## src/rtl/ps2_kbd.sv

```systemverilog
// PS/2 keyboard receiver: synchronizes the PS/2 lines, deframes 11-bit scan codes and queues them in a FIFO.
// Optional KBD_PARITY_CHK_EN: when defined, frames with bad odd parity are rejected.
`ifndef KbWidth
`define KbWidth 8
`endif

module ps2_kbd #(
  parameter int          FIFO_DEPTH = 8,
  parameter logic [15:0] TIMEOUT    = 16'd50000
) (
  input  logic                 clk,
  input  logic                 rst,
  input  logic                 ps2_clk,
  input  logic                 ps2_data,
  input  logic                 sig_rd_kb,
  output logic [`KbWidth-1:0]  kb_rdata,
  output logic                 kb_ready,
  output logic                 overflow,
  output logic [7:0]           err_cnt
);

  localparam int AW = $clog2(FIFO_DEPTH);
  localparam logic [AW:0] FULL_CNT = (AW+1)'(FIFO_DEPTH);
`ifdef KBD_PARITY_CHK_EN
  localparam logic PAR_EN = 1'b1;
`else
  localparam logic PAR_EN = 1'b0;
`endif

  typedef enum logic [1:0] {IDLE, SHIFT, DONE} state_e;

  state_e                state_q, state_d;
  logic                  clk_s1_q, clk_s2_q, clk_s3_q, dat_s1_q, dat_s2_q;
  logic [3:0]            bit_cnt_q, bit_cnt_d;
  logic [7:0]            shift_q, shift_d;
  logic                  par_q, par_d, stop_q, stop_d;
  logic [15:0]           idle_q, idle_d;
  logic [AW-1:0]         wr_ptr_q, rd_ptr_q;
  logic [AW:0]           count_q;
  logic [7:0]            err_q;
  logic                  ovf_q;
  logic [`KbWidth-1:0]   mem_q [FIFO_DEPTH];

  logic fall, timeout_hit, frame_ok, push, pop, err_inc;

  assign fall        = clk_s3_q & ~clk_s2_q;
  assign timeout_hit = (state_q == SHIFT) && !fall && (idle_q == TIMEOUT - 16'd1);

  always_ff @(posedge clk) begin
    if (rst) begin
      state_q   <= IDLE;
      clk_s1_q  <= 1'b1;
      clk_s2_q  <= 1'b1;
      clk_s3_q  <= 1'b1;
      dat_s1_q  <= 1'b1;
      dat_s2_q  <= 1'b1;
      bit_cnt_q <= '0;
      shift_q   <= '0;
      par_q     <= 1'b0;
      stop_q    <= 1'b0;
      idle_q    <= '0;
      wr_ptr_q  <= '0;
      rd_ptr_q  <= '0;
      count_q   <= '0;
      err_q     <= '0;
      ovf_q     <= 1'b0;
    end else begin
      state_q   <= state_d;
      clk_s1_q  <= ps2_clk;
      clk_s2_q  <= clk_s1_q;
      clk_s3_q  <= clk_s2_q;
      dat_s1_q  <= ps2_data;
      dat_s2_q  <= dat_s1_q;
      bit_cnt_q <= bit_cnt_d;
      shift_q   <= shift_d;
      par_q     <= par_d;
      stop_q    <= stop_d;
      idle_q    <= idle_d;
      if (err_inc && err_q != 8'hFF) err_q <= err_q + 8'd1;
      if (push && pop) begin
        wr_ptr_q <= wr_ptr_q + AW'(1);
        rd_ptr_q <= rd_ptr_q + AW'(1);
      end else if (push) begin
        if (count_q == FULL_CNT) begin
          ovf_q <= 1'b1;
        end else begin
          wr_ptr_q <= wr_ptr_q + AW'(1);
          count_q  <= count_q + (AW+1)'(1);
        end
      end else if (pop) begin
        rd_ptr_q <= rd_ptr_q + AW'(1);
        count_q  <= count_q - (AW+1)'(1);
      end
    end
  end

  // Storage needs no reset: an empty count masks stale entries.
  always_ff @(posedge clk) begin
    if (!rst && push && (pop || count_q != FULL_CNT)) mem_q[wr_ptr_q] <= shift_q;
  end

  always_comb begin
    state_d = state_q;
    case (state_q)
      IDLE:    if (fall && !dat_s2_q) state_d = SHIFT;
      SHIFT:   if (fall && bit_cnt_q == 4'd10) state_d = DONE;
               else if (timeout_hit) state_d = IDLE;
      DONE:    state_d = IDLE;
      default: state_d = IDLE;
    endcase
  end

  always_comb begin
    bit_cnt_d = bit_cnt_q;
    shift_d   = shift_q;
    par_d     = par_q;
    stop_d    = stop_q;
    idle_d    = '0;
    frame_ok  = stop_q & ((^{shift_q, par_q}) | ~PAR_EN);
    push      = (state_q == DONE) && frame_ok;
    err_inc   = ((state_q == DONE) && !frame_ok) || timeout_hit;
    pop       = sig_rd_kb && kb_ready;
    case (state_q)
      IDLE: bit_cnt_d = (fall && !dat_s2_q) ? 4'd1 : 4'd0;
      SHIFT: begin
        if (fall) begin
          bit_cnt_d = bit_cnt_q + 4'd1;
          if (bit_cnt_q <= 4'd8)       shift_d = {dat_s2_q, shift_q[7:1]};
          else if (bit_cnt_q == 4'd9)  par_d   = dat_s2_q;
          else                         stop_d  = dat_s2_q;
        end else if (timeout_hit) begin
          bit_cnt_d = 4'd0;
        end else begin
          idle_d = idle_q + 16'd1;
        end
      end
      default: bit_cnt_d = 4'd0;
    endcase
  end

  assign kb_ready = (count_q != '0);
  assign kb_rdata = kb_ready ? mem_q[rd_ptr_q] : '0;
  assign overflow = ovf_q;
  assign err_cnt  = err_q;

endmodule
```

## config.mk

```make
export PLATFORM = sky130hd
export DESIGN_NAME = ps2_kbd
export DESIGN_NICKNAME = d
export VERILOG_FILES = /design/src/rtl/ps2_kbd.sv
export SDC_FILE = /design/constraint.sdc
export NUM_CORES = 1
export LEC_CHECK = 0
export ABC_AREA = 1
export ABC_CLOCK_PERIOD_IN_PS = 2710
export BUFFER_PORTS_ARGS = -buffer_cell sky130_fd_sc_hd__buf_2
export CORE_MARGIN = 3
export CORE_UTILIZATION = 50
export DETAILED_ROUTE_END_ITERATION = 16
export GPL_ROUTABILITY_DRIVEN = 0
export PLACE_DENSITY = 0.63
export SETUP_SLACK_MARGIN = 0.4
export SLEW_MARGIN = 20
export SYNTH_ARGS = -nofsm -noshare
export SYNTH_HDL_FRONTEND = slang
export SYNTH_SLANG_ARGS = --single-unit
```

## constraint.sdc

```tcl
create_clock -name clk -period 2.71 [get_ports clk]
set_clock_uncertainty 0.15 [all_clocks]
set_input_delay 0.542 -clock clk [delete_from_list [all_inputs] [get_ports clk]]
set_output_delay 0.542 -clock clk [all_outputs]
set_load 0.02 [all_outputs]
```

Yosys cells after proc, flatten, opt, wreduce, memory -nomap -nowiden. Memory sizes are Yosys's and may differ from the RTL's. A register that Yosys moved wholly into a read port is not among the register bits. Cells that the tools add are included.

Bits in writable memories: 64. Register bits: 55. Memories: 1. Output and inout port bits: 18. Input port bits: 5.

Memories: mem_q (words 8, bits a word 8, read ports 1, clocked after Yosys merged registers in 1, wr ports 1, RTL line 42) `` logic [`KbWidth-1:0] mem_q [FIFO_DEPTH]; ``.

Equality and inequality tests: 14. Order comparisons: 1. Add/subtract/negate cells: 7. Bitwise operators: 6. Mux-type cells: 22. Reductions and logical operators: 30.

Operator list (number): $mux W3 (8); $mux W4 (5); $add A16 B1 Y16 const B (1); $eq A16 B16 Y1 const B (1); $eq A4 B4 Y1 const B (3); $logic_and A1 B1 Y1 (11); $reduce_and A3 Y1 (3); $add A4 B1 Y4 const B (2); $add A8 B1 Y8 const B (1); $mux W8 (1); $ne A8 B8 Y1 const B (1); $pmux W4 S2 (1); $add A3 B1 Y3 const B (2); $mux W2 (3); $ne A2 B2 Y1 const B (3); $reduce_and A2 Y1 (3); $reduce_bool A2 Y1 (3); $not A1 Y1 (5); $le A4 B4 Y1 const B (1); $logic_not A1 Y1 (4); $ne A4 B4 Y1 const B (1); $pmux W2 S2 (1); $reduce_and A4 Y1 (1); $reduce_bool A4 Y1 (1); other kinds (11) (14).

Depth between registers and ports, before layout.
Depth in word-level cells: 8. Gate-level depth with buffers: 11. Depth with buffers taken out: 11.

Worst setup path before layout. Ideal clock, no wire load.

Path kind: reg-to-reg. Start point: register state_q[1]. End point: memory mem_q[4][0] in the netlist's numbering (enable). Stages on the path, launching flop included: 7. Setup slack: 0.632 ns. Required time: 2.177 ns. Buffers on the path: 0. Arrival time: 1.545 ns. Period minus slack after synthesis: 2.078 ns. Library setup time: 0.383 ns. Cells stage by stage: dfxtp_1 > nand3_4 > clkinv_4 > nand2_4 > inv_2 > nand2_1 > nor3_1.

Longest elaborated chain between the ends: 6.

RTL lines: start, declared (RTL line 32) `state_e state_q, state_d;`; start signal, assigned (RTL line 68) `state_q <= state_d;`; $eq A2 B2 Y1 (RTL line 120) `push = (state_q == DONE) && frame_ok;`; $logic_and A1 B1 Y1 (RTL line 120); $logic_and A1 B1 Y1 (2 in series) (RTL line 99) `if (!rst && push && (pop || count_q != FULL_CNT)) mem_q[wr_ptr_q] <= shift_q;`; $mux W1 (RTL line 99); $mux W1 (implied by the code) (RTL line 99); end, declared (RTL line 42).

Every way passes these cells.

==> flow_metrics.tcl <==
set metrics [dict create \
    status "finished clean" \
    holdCritPathClass "in2reg" \
    avgSynthCellArea_um2 9.662 \
    slew_headroom 0.6972 \
    grt_usage 0.2102 \
    grt_pass1_vias 3795 \
    routed_wirelength_mm 11.40 \
    synth_nets 565 \
    clock-sinks 122 \
    clock_path_buffers 2 \
    n_antenna_cell 0 \
    place_ws_ns 0.5089 \
    clk_pin_slew_ns 0.06 \
    ys_seq_area_frac 0.5802 \
    htreeDepth 4 \
    placed_cells 707 \
    drv_slew 0 \
    grt-ovfl-total 0 \
    clock_latency_ns 0.51 \
    antenna_left 0 \
    fmax_mhz 402.4 \
    period_needed_ns 2.485 \
    rsz0062_at_grt "yes" \
    setup_ws_ns 0.2248 \
    vias 3964 \
    detail_route.wl_per_cell_um 15.31 \
    fp.dieW_um 109.1 \
    crit_fanout 13 \
    p_leak_nw 2.290 \
    areaGrowthSynthToFinish_pct 20.79 \
    p_per_area_nw_per_um2 648.7 \
    rows 37 \
    yosysWarnings 0 \
    finalSetupTns_ns 0 \
    fin_nets 612 \
    synthCells 550 \
    io_pins 23 \
    core-area_um2 10320 \
    setup_violations 0 \
    cp-end-kind "output port" \
    crit_type "reg2out" \
    final_cell_count_no_fill 745 \
    cp-start-kind "flip-flop" \
    die_h_um 109.1 \
    cp_data_required_time_ns 2.02 \
    portBuffers 22 \
    cap_violations 0 \
    drive_above_1_share 0.2036 \
    drt_iter0_markers 397 \
    cts_tree "built" \
    fin_crit_sh 0.9171 \
    cts_buffers 17 \
    drc 0 \
    syn_area_um2 5314 \
    vias_per_cell 5.321 \
    vdd_drop_max_uv 445.9 \
    cts_root_buffer "clkbuf_8" \
    start_util 0.5147 \
    place_hpwl_mm 7.125 \
    cp_data_arrival_time_ns 1.79 \
    grt_first_pass_wirelength_mm 18.98 \
    first_pass_iters 5 \
    yosysUniqueCellTypes 38 \
    synth-seq-cells 122 \
    power_mw 4.164 \
    grt_max_degree 22 \
    die_area_um2 11900 \
    hold_viol 0 \
    tightest_slew_ns 0.4525 \
    antenna_found_initial 0 \
]
==> metal layers <==
layer  vias up  global-route usage  wire (µm)
li1       1987                   -          -
met1      1875              0.2756       5191
met2        87              0.3513       5579
met3        15             0.04263        515
met4         0             0.06492        117
met5         -                   0          0
==> where the power goes <==
part / switching (mW) / internal [mW]
clock network: 0.809 / 1.40
logic: 0.0170 / 0.00814
registers: 0.00209 / 1.93
total: 0.828 / 3.34
==> cells by family after synthesis <==
group	after synthesis	synth area share
AOI/OAI and AO/OA	106	0.1081
adders and majority gates	10	0.02355
xor gates and xnor gates	13	0.02143
and+or+nand+nor	239	0.2209
buffers and inverters	60	0.04592
DFF	122	0.5802
==> worst paths after layout <==
check | cells after the start | slack (ns) | start | endpoint
setup / recovery | 6 | 0.22 | flip-flop | kb_rdata[1]
hold / removal | 2 | 0.06 | ps2_data | dat_s1_q$_SDFF_PP1_
setup reg to reg | 7 | 0.75 | state_q[1]$_SDFFE_PP0P_ | mem_q[7][5]$_DFFE_PP_
hold reg to reg | 1 | 0.27 | dat_s1_q$_SDFF_PP1_ | dat_s2_q$_SDFF_PP1_
==> what timing repair did <==
item / CTS / global route
cloned: 3 / 0
buffers inserted: 4 / 0
gates resized for setup: 18 / 24
hold buffers: 0 / 0
pin swaps: 1 / 5
endpoints found under the setup margin: 8 / 8
==> area by class of cell <==
| cell class | count | area [µm²] |
|---|---|---|
| tap | 136 | 170.2 |
| fill | 819 | 3905 |
| multi-input combinational | 368 | 1987 |
| timing repair buffer | 42 | 399.1 |
| sequential | 122 | 3088 |
| inverter | 46 | 187.7 |
| clock inverter | 14 | 172.7 |
| clock buffer | 17 | 414.1 |
==> synthesized netlist by cell type <==
master,number,area (µm²)
inv_2,8,30.03
buf_6,1,11.26
o21ai_0,54,270.3
nor3_1,13,65.06
clkbuf_1,7,26.28
clkinv_1,2,7.510
buf_2,5,25.02
nand4_1,5,31.28
or2_2,8,50.05
o22ai_1,9,56.30
o21ai_1,4,20.02
clkinv_4,1,8.760
a21oi_1,26,130.1
ha_1,10,125.1
dfxtp_1,58,1161
nor4_2,1,12.51
buf_1,1,3.750
nor2_2,3,18.77
a31oi_1,9,56.30
nand2_4,2,22.52
edfxtp_1,64,1922
or2_0,1,6.260
o21a_1,1,7.510
nand3_4,4,70.07
nand3_1,31,155.2
nor2_1,96,360.4
or2_4,1,8.760
or2_1,1,6.260
inv_1,35,131.4
nand3_2,6,60.06
nor2_4,2,22.52
nand2_2,6,37.54
xnor2_1,5,43.79
nor3_4,2,32.53
a21oi_2,2,17.52
xor2_1,8,70.07
nand2_1,57,214.0
o21ai_4,1,16.27
==> registers in the layout (all words and copies together) (netlist names), named ones only <==
signal and cells:
frame_ok 1, wr_ptr_q 3, dat_s2_q 1, idle_q 16
state_q 2, rd_ptr_q 3, shift_q 8, clk_s3_q 1
overflow 1, count_q 4, bit_cnt_q 4, err_cnt 8
clk_s1_q 1, dat_s1_q 1, clk_s2_q 1, mem_q 64
==> layout by cell type, fill, tap and decap left out, drive strengths merged <==
master / instances
clkbuf: 17
nand4: 5
o22ai: 9
nand3: 41
xor2: 8
clkinvlp: 3
bufbuf: 1
bufinv: 3
dfxtp: 58
o21a: 1
buf: 41
xnor2: 5
ha: 10
inv: 43
edfxtp: 64
a21oi: 28
nand2: 65
o21ai: 59
a31oi: 9
or2: 11
clkinv: 11
nor2: 101
nor3: 15
nor4: 1
==> worst max-delay path, cell delays in order, from the launching register on <==
cell     delay, ns
dfxtp_2       0.37
buf_6         0.18
o21ai_0       0.10
o22ai_1       0.15
o21ai_1       0.08
a31oi_1       0.22
buf_4         0.19
==> metrics by stage <==
stage / cell area (µm²) / hold WS [ns] / utilization
3_5_place_dp: 5625 / 0.2497 / 0.5449
3_3_place_gp: 5625 / 0.2443 / 0.5449
5_1_grt: 6419 / 0.05491 / 0.6217
6_report: 6419 / 0.05531 / 0.6217
4_1_cts: 6397 / 0.03604 / 0.6197
2_1_floorplan: 5314 / 0.2395 / -
Note: power is estimated with default switching activity, not from simulation.
